[src/rtl/cache_pkg.sv]
// Shared geometry and FSM encoding for the 2-way write-back cache.
package cache_pkg;
  localparam int ADDR_W   = 5;
  localparam int DATA_W   = 8;
  localparam int INDEX_W  = 2;
  localparam int TAG_W    = ADDR_W - INDEX_W;
  localparam int NUM_SETS = 1 << INDEX_W;

  typedef enum logic [2:0] {
    IDLE,
    LOOKUP,
    WB,
    FILL,
    DONE
  } state_t;
endpackage

[src/rtl/cache_way_array.sv]
// One way of the cache: valid/dirty/tag/data per set.
// Ports:
//   clock, resetn            clock, async active-low reset (clears valid/dirty)
//   i_idx                    set index for both the read and the write port
//   o_valid/o_dirty/o_tag/o_data  combinational read of set i_idx
//   i_we, i_dirty, i_tag, i_data  write of set i_idx; a write always marks the line valid
module cache_way_array
  import cache_pkg::*;
(
  input  logic               clock,
  input  logic               resetn,
  input  logic [INDEX_W-1:0] i_idx,
  input  logic               i_we,
  input  logic               i_dirty,
  input  logic [TAG_W-1:0]   i_tag,
  input  logic [DATA_W-1:0]  i_data,
  output logic               o_valid,
  output logic               o_dirty,
  output logic [TAG_W-1:0]   o_tag,
  output logic [DATA_W-1:0]  o_data
);
  logic [NUM_SETS-1:0]             r_valid;
  logic [NUM_SETS-1:0]             r_dirty;
  logic [NUM_SETS-1:0][TAG_W-1:0]  r_tag;
  logic [NUM_SETS-1:0][DATA_W-1:0] r_data;

  always_ff @(posedge clock or negedge resetn) begin
    if (!resetn) begin
      r_valid <= '0;
      r_dirty <= '0;
      r_tag   <= '0;
      r_data  <= '0;
    end else if (i_we) begin
      r_valid[i_idx] <= 1'b1;
      r_dirty[i_idx] <= i_dirty;
      r_tag[i_idx]   <= i_tag;
      r_data[i_idx]  <= i_data;
    end
  end

  assign o_valid = r_valid[i_idx];
  assign o_dirty = r_dirty[i_idx];
  assign o_tag   = r_tag[i_idx];
  assign o_data  = r_data[i_idx];
endmodule

[src/rtl/cache_2way_wb.sv]
// 2-way set-associative, write-back, write-allocate cache with a req/ack
// backing-memory port. One access at a time; req is only sampled in IDLE.
// Ports:
//   clock, resetn                  clock, async active-low reset
//   req, wren, address, data       access request (captured in IDLE)
//   q, busy, done, hit, miss       access result / status
//   dirty1, dirty2                 dirty bits of way 0/1 of the last set touched
//   mem_req, mem_we, mem_addr, mem_wdata, mem_rdata, mem_ack  backing memory
module cache_2way_wb
  import cache_pkg::*;
(
  input  logic              clock,
  input  logic              resetn,
  input  logic              req,
  input  logic              wren,
  input  logic [ADDR_W-1:0] address,
  input  logic [DATA_W-1:0] data,
  output logic [DATA_W-1:0] q,
  output logic              busy,
  output logic              done,
  output logic              hit,
  output logic              miss,
  output logic              dirty1,
  output logic              dirty2,
  output logic              mem_req,
  output logic              mem_we,
  output logic [ADDR_W-1:0] mem_addr,
  output logic [DATA_W-1:0] mem_wdata,
  input  logic [DATA_W-1:0] mem_rdata,
  input  logic              mem_ack
);
  state_t              r_state;
  logic                r_wren;
  logic [ADDR_W-1:0]   r_addr;
  logic [DATA_W-1:0]   r_data;
  logic [NUM_SETS-1:0] r_lru;     // per set: index of the least recently used way
  logic                r_victim;

  logic [INDEX_W-1:0]       w_idx;
  logic [TAG_W-1:0]         w_tag;
  logic [1:0]               w_vld, w_drt, w_hitv, w_we;
  logic [1:0][TAG_W-1:0]    w_rtag;
  logic [1:0][DATA_W-1:0]   w_rdata;
  logic                     w_hit, w_hway, w_victim, w_wdirty;
  logic [DATA_W-1:0]        w_wdata;

  assign w_idx = r_addr[INDEX_W-1:0];
  assign w_tag = r_addr[ADDR_W-1:INDEX_W];

  for (genvar g = 0; g < 2; g++) begin : g_way
    cache_way_array u_way (
      .clock   (clock),
      .resetn  (resetn),
      .i_idx   (w_idx),
      .i_we    (w_we[g]),
      .i_dirty (w_wdirty),
      .i_tag   (w_tag),
      .i_data  (w_wdata),
      .o_valid (w_vld[g]),
      .o_dirty (w_drt[g]),
      .o_tag   (w_rtag[g]),
      .o_data  (w_rdata[g])
    );
    assign w_hitv[g] = w_vld[g] && (w_rtag[g] == w_tag);
  end

  assign w_hit  = |w_hitv;
  assign w_hway = w_hitv[1];
  // Prefer an empty way (way 0 first); only fall back to LRU when the set is full.
  assign w_victim = !w_vld[0] ? 1'b0 : (!w_vld[1] ? 1'b1 : r_lru[w_idx]);

  // Single write port per way: write hit in LOOKUP, line allocate on fill ack.
  always_comb begin
    w_we     = '0;
    w_wdirty = 1'b0;
    w_wdata  = r_data;
    if (r_state == LOOKUP && w_hit && r_wren) begin
      w_we[w_hway] = 1'b1;
      w_wdirty     = 1'b1;
    end else if (r_state == FILL && mem_ack) begin
      w_we[r_victim] = 1'b1;
      w_wdirty       = r_wren;
      w_wdata        = r_wren ? r_data : mem_rdata;
    end
  end

  always_ff @(posedge clock or negedge resetn) begin
    if (!resetn) begin
      r_state   <= IDLE;
      r_wren    <= 1'b0;
      r_addr    <= '0;
      r_data    <= '0;
      r_lru     <= '0;
      r_victim  <= 1'b0;
      q         <= '0;
      busy      <= 1'b0;
      done      <= 1'b0;
      hit       <= 1'b0;
      miss      <= 1'b0;
      dirty1    <= 1'b0;
      dirty2    <= 1'b0;
      mem_req   <= 1'b0;
      mem_we    <= 1'b0;
      mem_addr  <= '0;
      mem_wdata <= '0;
    end else begin
      done <= 1'b0;
      case (r_state)
        IDLE: if (req) begin
          r_wren  <= wren;
          r_addr  <= address;
          r_data  <= data;
          hit     <= 1'b0;
          miss    <= 1'b0;
          busy    <= 1'b1;
          r_state <= LOOKUP;
        end
        LOOKUP: if (w_hit) begin
          hit          <= 1'b1;
          q            <= r_wren ? r_data : w_rdata[w_hway];
          r_lru[w_idx] <= ~w_hway;
          r_state      <= DONE;
        end else begin
          miss     <= 1'b1;
          r_victim <= w_victim;
          mem_req  <= 1'b1;
          if (w_vld[w_victim] && w_drt[w_victim]) begin
            mem_we    <= 1'b1;
            mem_addr  <= {w_rtag[w_victim], w_idx};
            mem_wdata <= w_rdata[w_victim];
            r_state   <= WB;
          end else begin
            mem_we   <= 1'b0;
            mem_addr <= r_addr;
            r_state  <= FILL;
          end
        end
        // mem_req stays high across the WB->FILL hand-over; address/we switch on the ack.
        WB: if (mem_ack) begin
          mem_we   <= 1'b0;
          mem_addr <= r_addr;
          r_state  <= FILL;
        end
        FILL: if (mem_ack) begin
          mem_req         <= 1'b0;
          q               <= r_wren ? r_data : mem_rdata;
          r_lru[w_idx]    <= ~r_victim;
          r_state         <= DONE;
        end
        DONE: begin
          done    <= 1'b1;
          busy    <= 1'b0;
          dirty1  <= w_drt[0];
          dirty2  <= w_drt[1];
          r_state <= IDLE;
        end
        default: r_state <= IDLE;
      endcase
    end
  end
endmodule

[config.mk]
export PLATFORM = sky130hd
export DESIGN_NAME = cache_2way_wb
export DESIGN_NICKNAME = d
export VERILOG_FILES = /design/src/rtl/cache_pkg.sv /design/src/rtl/cache_way_array.sv /design/src/rtl/cache_2way_wb.sv
export SDC_FILE = /design/constraint.sdc
export NUM_CORES = 1
export LEC_CHECK = 0
export CORE_UTILIZATION = 30
export CTS_CLUSTER_DIAMETER = 120
export DETAILED_ROUTE_END_ITERATION = 10
export PLACE_DENSITY = 0.54
export RECOVER_POWER = 100
export SLEW_MARGIN = 20
export SYNTH_ARGS = -nofsm -noshare
export SYNTH_HDL_FRONTEND = slang
export SYNTH_HIERARCHICAL = 1
export SYNTH_SLANG_ARGS = --single-unit
[constraint.sdc]
create_clock -name clock -period 3.7 [get_ports clock]
set_input_delay 0.555 -clock clock [delete_from_list [all_inputs] [get_ports clock]]
set_output_delay 0.555 -clock clock [all_outputs]
set_load 0.03 [all_outputs]
# Word level (Yosys, flattened, before mapping)
# Index checks and enable logic that the tools add are counted.
# op_classes
order_cmp,7
bitwise,5
eq_ne,11
muxes,85
reduce_logical,25
# ops
op,count
2-to-1 mux 8 bit,13
bitwise mux 32 bit,2
binary-select mux 8 bit (select 2 bit),2
2-to-1 mux 3 bit,9
2-to-1 mux 1 bit,25
bitwise mux 12 bit,2
AND reduction 3 bit,7
bitwise mux 4 bit,4
demux 8 bit (select 2 bit),1
one-hot mux 8 bit (2 select lines),1
2-to-1 mux 5 bit,3
binary-select mux 3 bit (select 2 bit),2
one-hot mux 3 bit (4 select lines),1
binary-select mux 1 bit (select 2 bit),5
"!= test 2 bit, second input constant",5
one-hot mux 1 bit (2 select lines),5
one-hot mux 5 bit (2 select lines),1
logical AND 1 bit,9
2-to-1 mux 4 bit,2
bitwise OR 4 bit,2
one-hot mux 4 bit (2 select lines),1
nonzero test 2 bit,4
demux 3 bit (select 2 bit),1
"equality test 3 x 2 -> 1 bit, second input constant",2
14 further kinds,24
# word_totals
register_bits,155
in_bits,26
out_inout_bits,29
word_cells,170

# Longest topological paths before layout
# Gate-level depths: netlist of the first run.
# logic_depth
word_depth,10
ltp_mapped,10

# By module
# The synthesis of the first run kept the hierarchy.
# by_module_without_submodules
mod,instances,area_per_inst_um2,cells_per_inst,seq_area_each_um2
cache_way_array,2,2278.4,129,1301.2
cache_2way_wb,1,2705.1,232,1276.2

# Worst setup path before layout of the first run
# OpenSTA, ideal clock, no wires.
# synth_path
path_type,register to register
startpoint,register r_addr[0]
endpoint,register g_way[1].u_way/r_data[1] in the netlist's numbering
t_required_ns,3.575
slack_ns,0.407
arrival_ns,3.168
path_buffers,4
stages_incl_launch_ff,11
path_cell_list,dfrtp_1 buf_4 buf_4 mux4_2 xnor2_1 nand4_2 buf_2 o22ai_1 nor3b_4 buf_6 mux2_2
# synth_lines
item,line_no,text
from (decl),cache_2way_wb.sv:34,logic [ADDR_W-1:0] r_addr;
from (signal assigned),cache_2way_wb.sv:111,r_addr <= address;
"to (signal, indexed assignment)",cache_way_array.sv:37,r_data[i_idx] <= i_data;
to (decl),cache_way_array.sv:25,logic [NUM_SETS-1:0][DATA_W-1:0] r_data;

==> flow_summary.ini, run 1 <==
[outcome]
status = finished, violations left
violations = max-capacitance violations, max-slew violations

[route]
vias_per_cell = 4.81
post_drt_wl_per_cell_um = 18.4
finalWirelength_um = 16100
drc = 0
drt_iter0_drc = 158
vias = 4225
first_pass_iters = 4
postRouteAntennaNets = 0

[clock_tree]
cts_max_level = 4
post_cts_buffers = 0
cts.sinks = 155
cts_tree = done
cts-root-buf = clkbuf_16
post_cts_resized = 0
cts-hold-fix-buffers = 0
path_clk_slew_ps = 60
cts_buffers = 17
clk_path_buf_depth = 2
worstSkewPairLatency_ps = 420

[synth]
synth_area_um2 = 7260
ys.flop_type = dfrtp_1
ys_types = 45
yosysWarnings = 6
synth-edff-count = 0
seq_area_frac_synth = 0.534
async_reset_ff_frac = 1.00
synth-seq-cells = 155
avgSynthCellArea_um2 = 14.8
syn_nets = 516
synthCells = 490

[sta]
hold_slack_ps = 464
slew_headroom = -0.644
fin_setup_tns_ps = 0
tightest_slew_ps = 2470
post-route-min-period_ps = 3380
grt_setup_unrepaired = false
hold_viol = 0
finalSetupViolCount = 0
period_share = 0.912
worst_clock_skew_ps = 8.74
maxSlewViolCount = 98
max_freq_mhz = 296

[placed_design]
io_buffer_count = 54
routabilityCongestion = 0.778
post-dp-hpwl_um = 11500
place_inst = 848

[global_route]
gr-usage-all-layers = 0.143
grt_max_degree = 98
antenna_found_initial = 0
grt_pass1_wl_um = 26300
grt_pass1_vias = 4522
grt-ovfl-total = 0

[job]
maxCapViolCount = 1

[floorplan]
dieHeight_um = 158
die-area_um2 = 24800
io_pins = 55
die_x_um = 158
fp.coreArea_um2 = 23600
std_cell_rows = 56
initial_core_util = 0.308

[cells_and_area]
final_cells = 879
final_nets = 574
syn_to_final_growth_pct = 18.0
drive_above_1_share = 0.386
n_antenna_cell = 0
fin_util = 0.363

[power_and_ir_drop]
vdd_drop_max_uv = 399
p_per_area_nw_per_um2 = 903
p_leak_nw = 3.84
power_mw = 7.74

[setup_path]
cp_max_fo = 18
crit_arrival_ps = 3680
end_kind = register
cp.required_ps = 4000
worst_setup_path_start_kind = register
path_class = register to register

[worst_hold_path]
hold_path_class = register to register
[Yosys cell counts (4+ instances only)]
cell type / number / area (um^2)
a21oi_1: 9 / 45.0
buf_2: 9 / 45.0
buf_4: 9 / 67.6
buf_6: 4 / 45.0
clkbuf_1: 4 / 15.0
dfrtp_1: 155 / 3880
inv_1: 6 / 22.5
mux2_2: 137 / 1540
mux2i_1: 19 / 190
mux4_2: 27 / 608
nand2_1: 14 / 52.6
nand2b_1: 10 / 62.6
nand3b_4: 4 / 80.1
nor2_1: 8 / 30.0
o21ai_0: 21 / 105
o21ai_1: 5 / 25.0
o22ai_1: 9 / 56.3
xnor2_1: 6 / 52.6
[report_power, final]
part	internal [mW]	total, mW	switching, mW
Clock	0.970	1.64	0.668
Combinational	1.61	3.23	1.62
Sequential	2.37	2.87	0.499
[metal layers]
| metal | global-route usage | vias up | routed length [um] |
|---|---|---|---|
| met3 | 0.0345 | 14 | 692 |
| met2 | 0.235 | 88 | 7750 |
| met5 | 0 | - | 0 |
| met1 | 0.188 | 2195 | 7530 |
| met4 | 0.0411 | 0 | 172 |
| li1 | - | 1928 | - |
[cell families (layout without fill, tap and decap cells)]
group / after synthesis / after routing / synth area share
buffers and inverters: 33 / 103 / 0.0289
muxes: 185 / 185 / 0.326
AOI/OAI and AO/OA: 53 / 53 / 0.0463
xor gates and xnor gates: 7 / 7 / 0.00844
DFF: 155 / 155 / 0.534
and+or+nand+nor: 57 / 57 / 0.0558
[metrics by stage]
| stage | setup slack, ps | area [um^2] |
|---|---|---|
| after CTS | 305 | 8670 |
| after detailed placement | 321 | 8110 |
| after global placement | 410 | 8110 |
| after global routing | 93.3 | 8570 |
| final | 325 | 8570 |
| after floorplan | 407 | 7260 |
[final timing paths]
path / depth (start not counted) / to / slack [ps] / from
max in group asynchronous: 2 / r_addr[0] / 970 / resetn
setup / recovery: 8 / g_way[0].u_way/r_data[7] / 320 / r_addr[0]
hold / removal: 1 / g_way[1].u_way/r_valid[3] / 460 / g_way[1].u_way/r_valid[3]
min in group asynchronous: 1 / r_lru[2] / 900 / resetn
hold reg to reg: 1 / g_way[1].u_way/r_valid[3] / 460 / g_way[1].u_way/r_valid[3]
setup reg to reg: 8 / g_way[0].u_way/r_data[7] / 320 / r_addr[0]
[state kept, by name, indices dropped and copies added (netlist names), 5 cells and up]
| name | cells |
|---|---|
| q | 8 |
| g_way.u_way/r_dirty | 8 |
| g_way.u_way/r_data | 64 |
| mem_wdata | 8 |
| g_way.u_way/r_tag | 24 |
| g_way.u_way/r_valid | 8 |
| r_data | 8 |
| mem_addr | 5 |
| r_addr | 5 |
[critical path, stage by stage (launching register included)]
cell and delay [ps]:
dfrtp_2 630, mux4_2 590, xnor2_1 150, nand4_1 220, buf_4 270, a32o_1 410, nor3b_4 230, clkbuf_2 370
mux2_2 390
[area by class of cell]
class	instances	area, um^2
clock buffers	20	467
clock inverters	11	95.1
fillers	2262	15000
inverters	6	22.5
multi-input cells	302	3100
flip-flops and latches	155	3880
well taps	319	399
repair buffers	66	602
[layout by cell type (no fill, tap or decap), types with 3 or more instances in the layout]
master / instances
a21oi_1: 9
buf_4: 4
clkbuf_1: 3
clkbuf_16: 17
clkbuf_2: 6
clkbuf_8: 3
clkdlybuf4s50_1: 23
clkinv_2: 5
clkinvlp_4: 3
dfrtp_1: 153
dlygate4sd3_1: 30
inv_1: 6
mux2_2: 136
mux2i_1: 20
mux4_2: 27
nand2_1: 14
nand2b_1: 11
nand3_1: 3
nor2_1: 9
o21ai_0: 24
o22ai_1: 9
xnor2_1: 6
Note: power is estimated with default switching activity, not from simulation.
==> inputs of run 2 (changes only) <==
--- a/config.mk
+++ b/config.mk
@@ -5,10 +5,10 @@
 export SDC_FILE = /design/constraint.sdc
 export NUM_CORES = 1
 export LEC_CHECK = 0
-export CORE_UTILIZATION = 30
+export CORE_UTILIZATION = 50
 export CTS_CLUSTER_DIAMETER = 120
 export DETAILED_ROUTE_END_ITERATION = 10
-export PLACE_DENSITY = 0.54
+export PLACE_DENSITY = 0.77
 export RECOVER_POWER = 100
 export SLEW_MARGIN = 20
 export SYNTH_ARGS = -nofsm -noshare
==> run 2 against run 1 <==
- the flow still finishes with violations (max-capacitance violations, max-slew violations)
- final cell count down 16%
- sequential power about the same
- count of clock-buffer cells in the layout down 1
- highest routed layer unchanged
- largest cell class unchanged
- largest power group unchanged
- final area down 1.7%
- non-clock buffer count up 1
- clock skew up 2.3 ps
- wire length down 5.5%
- worst hold slack worse by 3.4 ps
- first-iteration DRC count up 100%
- via count up 3.3%
- critical path depth unchanged
- combinational power about the same
==> flow_summary.ini, run 2 (same netlist as run 1, synthesis figures left out) <==
[cells_and_area]
final_cells = 742
fillers = 1021
n_antenna_cell = 0
largest_reg_flops = 64
largestRegisters = g_way.u_way/r_data x64, g_way.u_way/r_tag x24
syn_to_final_growth_pct = 16.0
final_nets = 575
seqCellArea_um2 = 3880
multi_input_area_um2 = 3130
fin_util = 0.600
drive_above_1_share = 0.388
layout_common_cells = dfrtp_1, mux2_2, dlygate4sd3_1
final_common_cell = dfrtp_1
top_register = g_way.u_way/r_data

[placed_design]
io_buffer_count = 54
post-dp-hpwl_um = 10500
routabilityCongestion = 0.805
place_inst = 710

[clock_tree]
cts.sinks = 155
post_cts_buffers = 0
cts_max_level = 4
cts-root-buf = clkbuf_16
cts_tree = done
path_clk_slew_ps = 60
post_cts_resized = 0
clk_path_buf_depth = 2
cts-hold-fix-buffers = 0
cts_buffers = 17
worstSkewPairLatency_ps = 430

[outcome]
status = finished, violations left
violations = max-capacitance violations, max-slew violations

[route]
vias_per_cell = 5.88
drt_iter0_drc = 320
vias = 4363
post_drt_wl_per_cell_um = 20.6
postRouteAntennaNets = 0
first_pass_iters = 4
drc = 0
finalWirelength_um = 15300

[setup_path]
worst_setup_path_start_kind = register
path_class = register to register
end_kind = register
cp_max_fo = 18
crit_arrival_ps = 3610
cp.required_ps = 4000

[sta]
max_freq_mhz = 302
post-route-min-period_ps = 3310
finalSetupViolCount = 0
period_share = 0.894
tightest_slew_ps = 2810
hold_viol = 0
grt_setup_unrepaired = false
maxSlewViolCount = 53
worst_clock_skew_ps = 11.1
slew_headroom = -0.871
fin_setup_tns_ps = 0

[global_route]
grt-ovfl-total = 0
gr-usage-all-layers = 0.223
grt_pass1_vias = 4640
grt_pass1_wl_um = 24700
antenna_found_initial = 0
grt_max_degree = 53

[job]
maxCapViolCount = 1

[floorplan]
io_pins = 55
die-area_um2 = 15000
std_cell_rows = 43
initial_core_util = 0.517
die_x_um = 123
fp.coreArea_um2 = 14000
dieHeight_um = 123

[worst_hold_path]
hold_path_class = register to register

[power_and_ir_drop]
p_per_area_nw_per_um2 = 912
power_mw = 7.69
p_leak_nw = 3.87
vdd_drop_max_uv = 376
[run 2: cell types whose count changed in the layout (fill, tap and decap cells not counted), sizes merged]
cell and change:
buf +5, clkbuf -5, inv +5, clkinv -3
bufinv -1, clkinvlp +1
[run 2: layer usage]
layer / global-route usage / share of wire / up-vias
li1: - / - / 1938
met1: 0.296 / 0.45 / 2306
met2: 0.365 / 0.50 / 97
met3: 0.0353 / 0.034 / 22
met4: 0.0884 / 0.018 / 0
met5: 0 / 0 / -
[run 2: layout make-up]
class                           instances  share of cell area
Multi-Input combinational cell        302               0.371
Inverter                                6             0.00267
Sequential cell                       155               0.461
Clock buffer                           19              0.0526
Timing Repair Buffer                   67              0.0734
Clock inverter                         13              0.0128
Tap cell                              180              0.0267
[run 2: stage by stage]
step / cell area (um^2) / setup WS, ps / hold WS, ps
final: 8430 / 392 / 461
after global routing: 8430 / 215 / 481
after CTS: 8490 / 541 / 80.1
after global placement: 7940 / 651 / 452
after detailed placement: 7940 / 567 / 451
after floorplan: 7260 / 407 / 259
[run 2: final timing paths]
| kind | cells past startpoint | end | from | slack (ps) |
|---|---|---|---|---|
| worst max-delay path | 8 | g_way[1].u_way/r_tag[10] | r_addr[0] | 390 |
| worst min-delay path | 1 | g_way[1].u_way/r_valid[3] | g_way[1].u_way/r_valid[3] | 460 |
| worst max register to register | 8 | g_way[1].u_way/r_tag[10] | r_addr[0] | 390 |
| worst min register to register | 1 | g_way[1].u_way/r_valid[3] | g_way[1].u_way/r_valid[3] | 460 |
| max in group asynchronous | 1 | r_addr[1] | resetn | 870 |
| min in group asynchronous | 1 | mem_addr[1] | resetn | 1030 |
[run 2: worst max-delay path, cell delays in order (launching register included)]
cell and delay, ps:
dfrtp_2 640, mux4_2 600, xnor2_1 140, nand4_1 180, o22ai_1 120, buf_4 180, nand3_1 250, clkbuf_1 650
mux2_2 420
[run 2: where the power goes]
group	internal (mW)	switching, mW	total [mW]	leakage, nW
clock network	0.890	0.712	1.60	0.259
registers	2.37	0.497	2.87	1.99
logic	1.61	1.61	3.22	1.62
total	4.87	2.82	7.69	3.87
